--- src/rtl/imem_loader.sv ---
// imem_loader: framed byte-stream loader into the IMEM write port; `IMEM_LOADER_CSUM_EN adds a trailing XOR checksum
module imem_loader #(
  parameter int ADDR_W = 8,
  parameter logic [ADDR_W-1:0] BASE_ADDR = '0,
  parameter logic [15:0] TIMEOUT = 16'hFFFF,
  parameter logic [7:0] HDR_BYTE = 8'hA5
) (
  input  logic              clk,
  input  logic              rst,
  input  logic              in_valid,
  input  logic [7:0]        in_data,
  output logic              in_ready,
  output logic              wr_en,
  output logic [ADDR_W-1:0] wr_addr,
  output logic [31:0]       wr_data,
  output logic              core_enable,
  output logic              done,
  output logic              error
);
  typedef enum logic [1:0] {IDLE, COUNT, DATA, CSUM} state_t;
  state_t state, state_d;
  logic [15:0] idle_cnt;
  logic [7:0] word_idx, last_idx;
  logic [1:0] byte_idx;
  logic [23:0] word;
  logic hdr, tmo, last, done_set, err_set;
`ifdef IMEM_LOADER_CSUM_EN
  logic [7:0] csum;
`else
  logic fin;
`endif
  assign in_ready = 1'b1;
  assign core_enable = (state == IDLE) && !wr_en;
  // state register
  always_ff @(posedge clk) begin
    if (!rst) state <= IDLE;
    else state <= state_d;
  end
  // next state plus the per-cycle header/timeout/completion events
  always_comb begin
    state_d = state;
    hdr = (state == IDLE) && in_valid && (in_data == HDR_BYTE);
    tmo = (state != IDLE) && !in_valid && (idle_cnt == TIMEOUT);
    last = (byte_idx == 2'd3) && (word_idx == last_idx);
    err_set = tmo;
`ifdef IMEM_LOADER_CSUM_EN
    done_set = 1'b0;
`else
    done_set = fin;
`endif
    case (state)
      IDLE: state_d = hdr ? COUNT : IDLE;
      COUNT: state_d = in_valid ? DATA : COUNT;
`ifdef IMEM_LOADER_CSUM_EN
      DATA: state_d = (in_valid && last) ? CSUM : DATA;
      CSUM: begin
        state_d = in_valid ? IDLE : CSUM;
        done_set = in_valid && (in_data == csum);
        err_set = tmo || (in_valid && (in_data != csum));
      end
`else
      DATA: state_d = (in_valid && last) ? IDLE : DATA;
`endif
      default: state_d = IDLE;
    endcase
    if (tmo) state_d = IDLE;
  end
  // word assembly, IMEM write strobe, idle counter and status flags
  always_ff @(posedge clk) begin
    if (!rst) begin
      wr_en <= 1'b0;
      wr_addr <= BASE_ADDR;
      wr_data <= '0;
      done <= 1'b0;
      error <= 1'b0;
      idle_cnt <= '0;
      word_idx <= '0;
      last_idx <= '0;
      byte_idx <= '0;
      word <= '0;
`ifdef IMEM_LOADER_CSUM_EN
      csum <= '0;
`else
      fin <= 1'b0;
`endif
    end else begin
      wr_en <= 1'b0;
      done <= done_set;
      error <= hdr ? 1'b0 : (error || err_set);
      idle_cnt <= (state_d == IDLE || in_valid) ? '0 : idle_cnt + 16'd1;
`ifndef IMEM_LOADER_CSUM_EN
      fin <= (state == DATA) && in_valid && last;
`endif
      if (state == COUNT && in_valid) begin
        last_idx <= in_data - 8'd1;
        word_idx <= '0;
        byte_idx <= '0;
`ifdef IMEM_LOADER_CSUM_EN
        csum <= '0;
`endif
      end
      if (state == DATA && in_valid) begin
        word <= {word[15:0], in_data};
        byte_idx <= byte_idx + 2'd1;
`ifdef IMEM_LOADER_CSUM_EN
        csum <= csum ^ in_data;
`endif
        if (byte_idx == 2'd3) begin
          wr_en <= 1'b1;
          wr_data <= {word, in_data};
          wr_addr <= BASE_ADDR + ADDR_W'(word_idx);
          word_idx <= word_idx + 8'd1;
        end
      end
    end
  end
endmodule

--- config.mk ---
export PLATFORM = sky130hd
export DESIGN_NAME = imem_loader
export DESIGN_NICKNAME = d
export VERILOG_FILES = /design/src/rtl/imem_loader.sv
export SDC_FILE = /design/constraint.sdc
export NUM_CORES = 1
export LEC_CHECK = 0
export CAP_MARGIN = 20
export CORE_ASPECT_RATIO = 1.1
export CORE_MARGIN = 3
export CORE_UTILIZATION = 62
export CTS_BUF_LIST = sky130_fd_sc_hd__clkbuf_4 sky130_fd_sc_hd__clkbuf_8 sky130_fd_sc_hd__clkbuf_16
export CTS_CLUSTER_DIAMETER = 80
export CTS_CLUSTER_SIZE = 28
export DETAILED_ROUTE_END_ITERATION = 16
export DONT_BUFFER_PORTS = 1
export PLACE_DENSITY = 0.79
export SETUP_SLACK_MARGIN = 0.15
export SLEW_MARGIN = 15
export SYNTH_ARGS = -nofsm -noshare
export SYNTH_HDL_FRONTEND = slang
export SYNTH_SLANG_ARGS = --single-unit
--- constraint.sdc ---
create_clock -name clk -period 1.9 [get_ports clk]
set_input_delay 0.38 -clock clk [delete_from_list [all_inputs] [get_ports clk]]
set_output_delay 0.38 -clock clk [all_outputs]
set_load 0.03 [all_outputs]
==> results_dict.tcl <==
set metrics [dict create \
    ys_top_cells_by_count "140 x nand2_1, 104 x dfxtp_1, 75 x a21oi_1" \
    cp_data_required_time_ns 1.52 \
    htreeDepth 3 \
    ios 56 \
    die_h_um 92.11 \
    clkTransAtPathRegs_ns 0.10 \
    post_cts_buffers 0 \
    coreArea_um2 6344 \
    grt_overflow 0 \
    rsz0062_at_grt "false" \
    synthCells 505 \
    fillCellCount 537 \
    yosysTopAreaCell "dfxtp_1" \
    totalWireLength_um 8245 \
    peakVddDrop_mv 0.4813 \
    cts.sinks 104 \
    numPortBuffers 0 \
    vias 3240 \
    antenna_found_initial 0 \
    wl_per_cell_um 14.19 \
    vias_per_cell 5.577 \
    synth-seq-cells 104 \
    remaining_drc_errors 0 \
    first_global_vias 3107 \
    status "completed" \
    firstDrtPassIters 4 \
    ys_warn_count 0 \
    syn_nets 521 \
    cts_made_buffers 9 \
    initial_core_util_pct 65.88 \
    yosysMostFrequentCell "nand2_1" \
    synth.distinct_cells 47 \
    power_leakage_uw 0.001523 \
    postLayoutCellArea_um2 4444 \
    final_nets 512 \
    root_buffer "clkbuf_8" \
    gp_congestion 0.8876 \
    timing.final.ws_setup_ns 0.2341 \
    drive_above_1_share_pct 10.18 \
    gr-usage-all-layers_pct 22.43 \
    skew_ns 0.01293 \
    whs_ns 0.1248 \
    synth_flop_cell "dfxtp_1" \
    mappedNetlistArea_um2 4179 \
    grt_max_degree 67 \
    drv_slew 0 \
    grt_pass1_wl_um 14130 \
    hold_viol 0 \
    start_kind "register" \
    arrival_ns 1.29 \
    die_area_um2 7763 \
    fin_crit_ns 1.666 \
    synth-async-reset-ratio_pct 0 \
    pre_cts_ws_ns 0.2127 \
    hold_path_class "input port to register" \
    synth_edf_count 0 \
    min_period_over_period_pct 87.68 \
    cts_tree "yes" \
    place_area_um2 4234 \
    n_antenna_cell 0 \
    crit_fanout 11 \
    tns_ns 0 \
    hpwl_um 5691 \
    synth-seq-area-share_pct 49.82 \
    crit_type "register to primary output" \
    die_w_um 84.28 \
    clk_latency_ns 0.37 \
    rows 30 \
    syn2layout_area_growth_pct 6.347 \
    clockBufferDepth 2 \
    crit_path_end_kind "primary output" \
    drtAntennaViolNets 0 \
    power-per-cell-area_nw_per_um2 806.4 \
    clock.fmax_mhz 600.3 \
    drtIter0Drc 194 \
    syn_avg_cell_area_um2 8.275 \
    setup_viol 0 \
    yosys-top-cells-area "dfxtp_1 50%, nand2_1 13%, a21oi_1 9.0%" \
    maxCapViolCount 0 \
    yosysTopAreaCellShare_pct 49.82 \
]
-- state kept, by name (all words and copies together) (netlist names), 2 cells and up --
name	cells
wr_data	32
word	24
idle_cnt	16
last_idx	8
word_idx	8
wr_addr	8
byte_idx	2
state	2
-- critical path: stages (launching register included) --
cell and delay, ns:
dfxtp_2 0.38, or2_1 0.27, nor2_1 0.10, buf_4 0.17
-- stage by stage --
step / total power [uW] / std cells / utilization [%]
after floorplan: 2282 / 505 / -
after global placement: 2287 / 565 / 66.75
after detailed placement: 2288 / 565 / 66.75
after CTS: 3611 / 581 / 69.90
after global routing: 3704 / 581 / 70.06
final: 3584 / 581 / 70.06
-- power breakdown --
| group | internal (uW) | leakage, uW | total, uW | switching, uW |
|---|---|---|---|---|
| logic | 17.7 | 0.000582 | 58.6 | 40.9 |
| clock network | 547 | 0.000102 | 1350 | 800 |
| registers | 2180 | 0.000839 | 2180 | 0.325 |
| total | 2740 | 0.00152 | 3580 | 841 |
-- cell families after synthesis --
logic type,after synthesis,share of synthesized area [%]
simple gates,231,24.82
flops,104,49.82
compound gates,96,13.08
buf+inv,39,4.551
xor+xnor,28,5.868
fa+ha+maj,5,1.497
other cells,1,0.08973
mux,1,0.2694
-- layout make-up --
cell class / instances / area, um^2 / share of cell area (%)
Sequential cell: 104 / 2086 / 46.93
Multi-Input combinational cell: 362 / 1913 / 43.05
Clock buffer: 10 / 137.6 / 3.097
Timing Repair Buffer: 13 / 122.6 / 2.759
Tap cell: 80 / 100.1 / 2.252
Clock inverter: 6 / 62.56 / 1.408
Inverter: 6 / 22.52 / 0.5068
-- layer usage --
layer | GRT usage [%] | up-vias | wire [um]
li1 | - | 1658 | -
met1 | 28.79 | 1478 | 3652
met2 | 34.67 | 95 | 3903
met3 | 7.098 | 9 | 604
met4 | 9.651 | 0 | 85
met5 | 0 | - | 0
-- final timing paths --
| path | cells after the start | to | slack (ns) | startpoint |
|---|---|---|---|---|
| worst max-delay path | 3 | core_enable | 0.23 | state[1] |
| worst min-delay path | 1 | word_idx[3] | 0.12 | rst |
| worst max register to register | 6 | idle_cnt[7] | 0.26 | state[1] |
| worst min register to register | 1 | done | 0.44 | done_set |
-- timing repair --
action	4_1_cts	5_1_grt
hold buffers	0	0
endpoints found under the setup margin	0	44
gates resized for setup	0	4
-- cells in the final DEF, fill, tap and decap left out, drive strengths merged, types with 3 or more instances in the layout --
| master | instances |
|---|---|
| nand2 | 140 |
| a311oi | 3 |
| inv | 9 |
| dfxtp | 104 |
| nor4 | 6 |
| nor3 | 8 |
| xor2 | 17 |
| nand4 | 5 |
| ha | 5 |
| a21oi | 75 |
| a211oi | 6 |
| buf | 13 |
| nand2b | 3 |
| clkinv | 3 |
| nor2 | 39 |
| and3 | 6 |
| nand3 | 10 |
| xnor2 | 11 |
| clkbuf | 10 |
(Power assumes the default switching activity.)
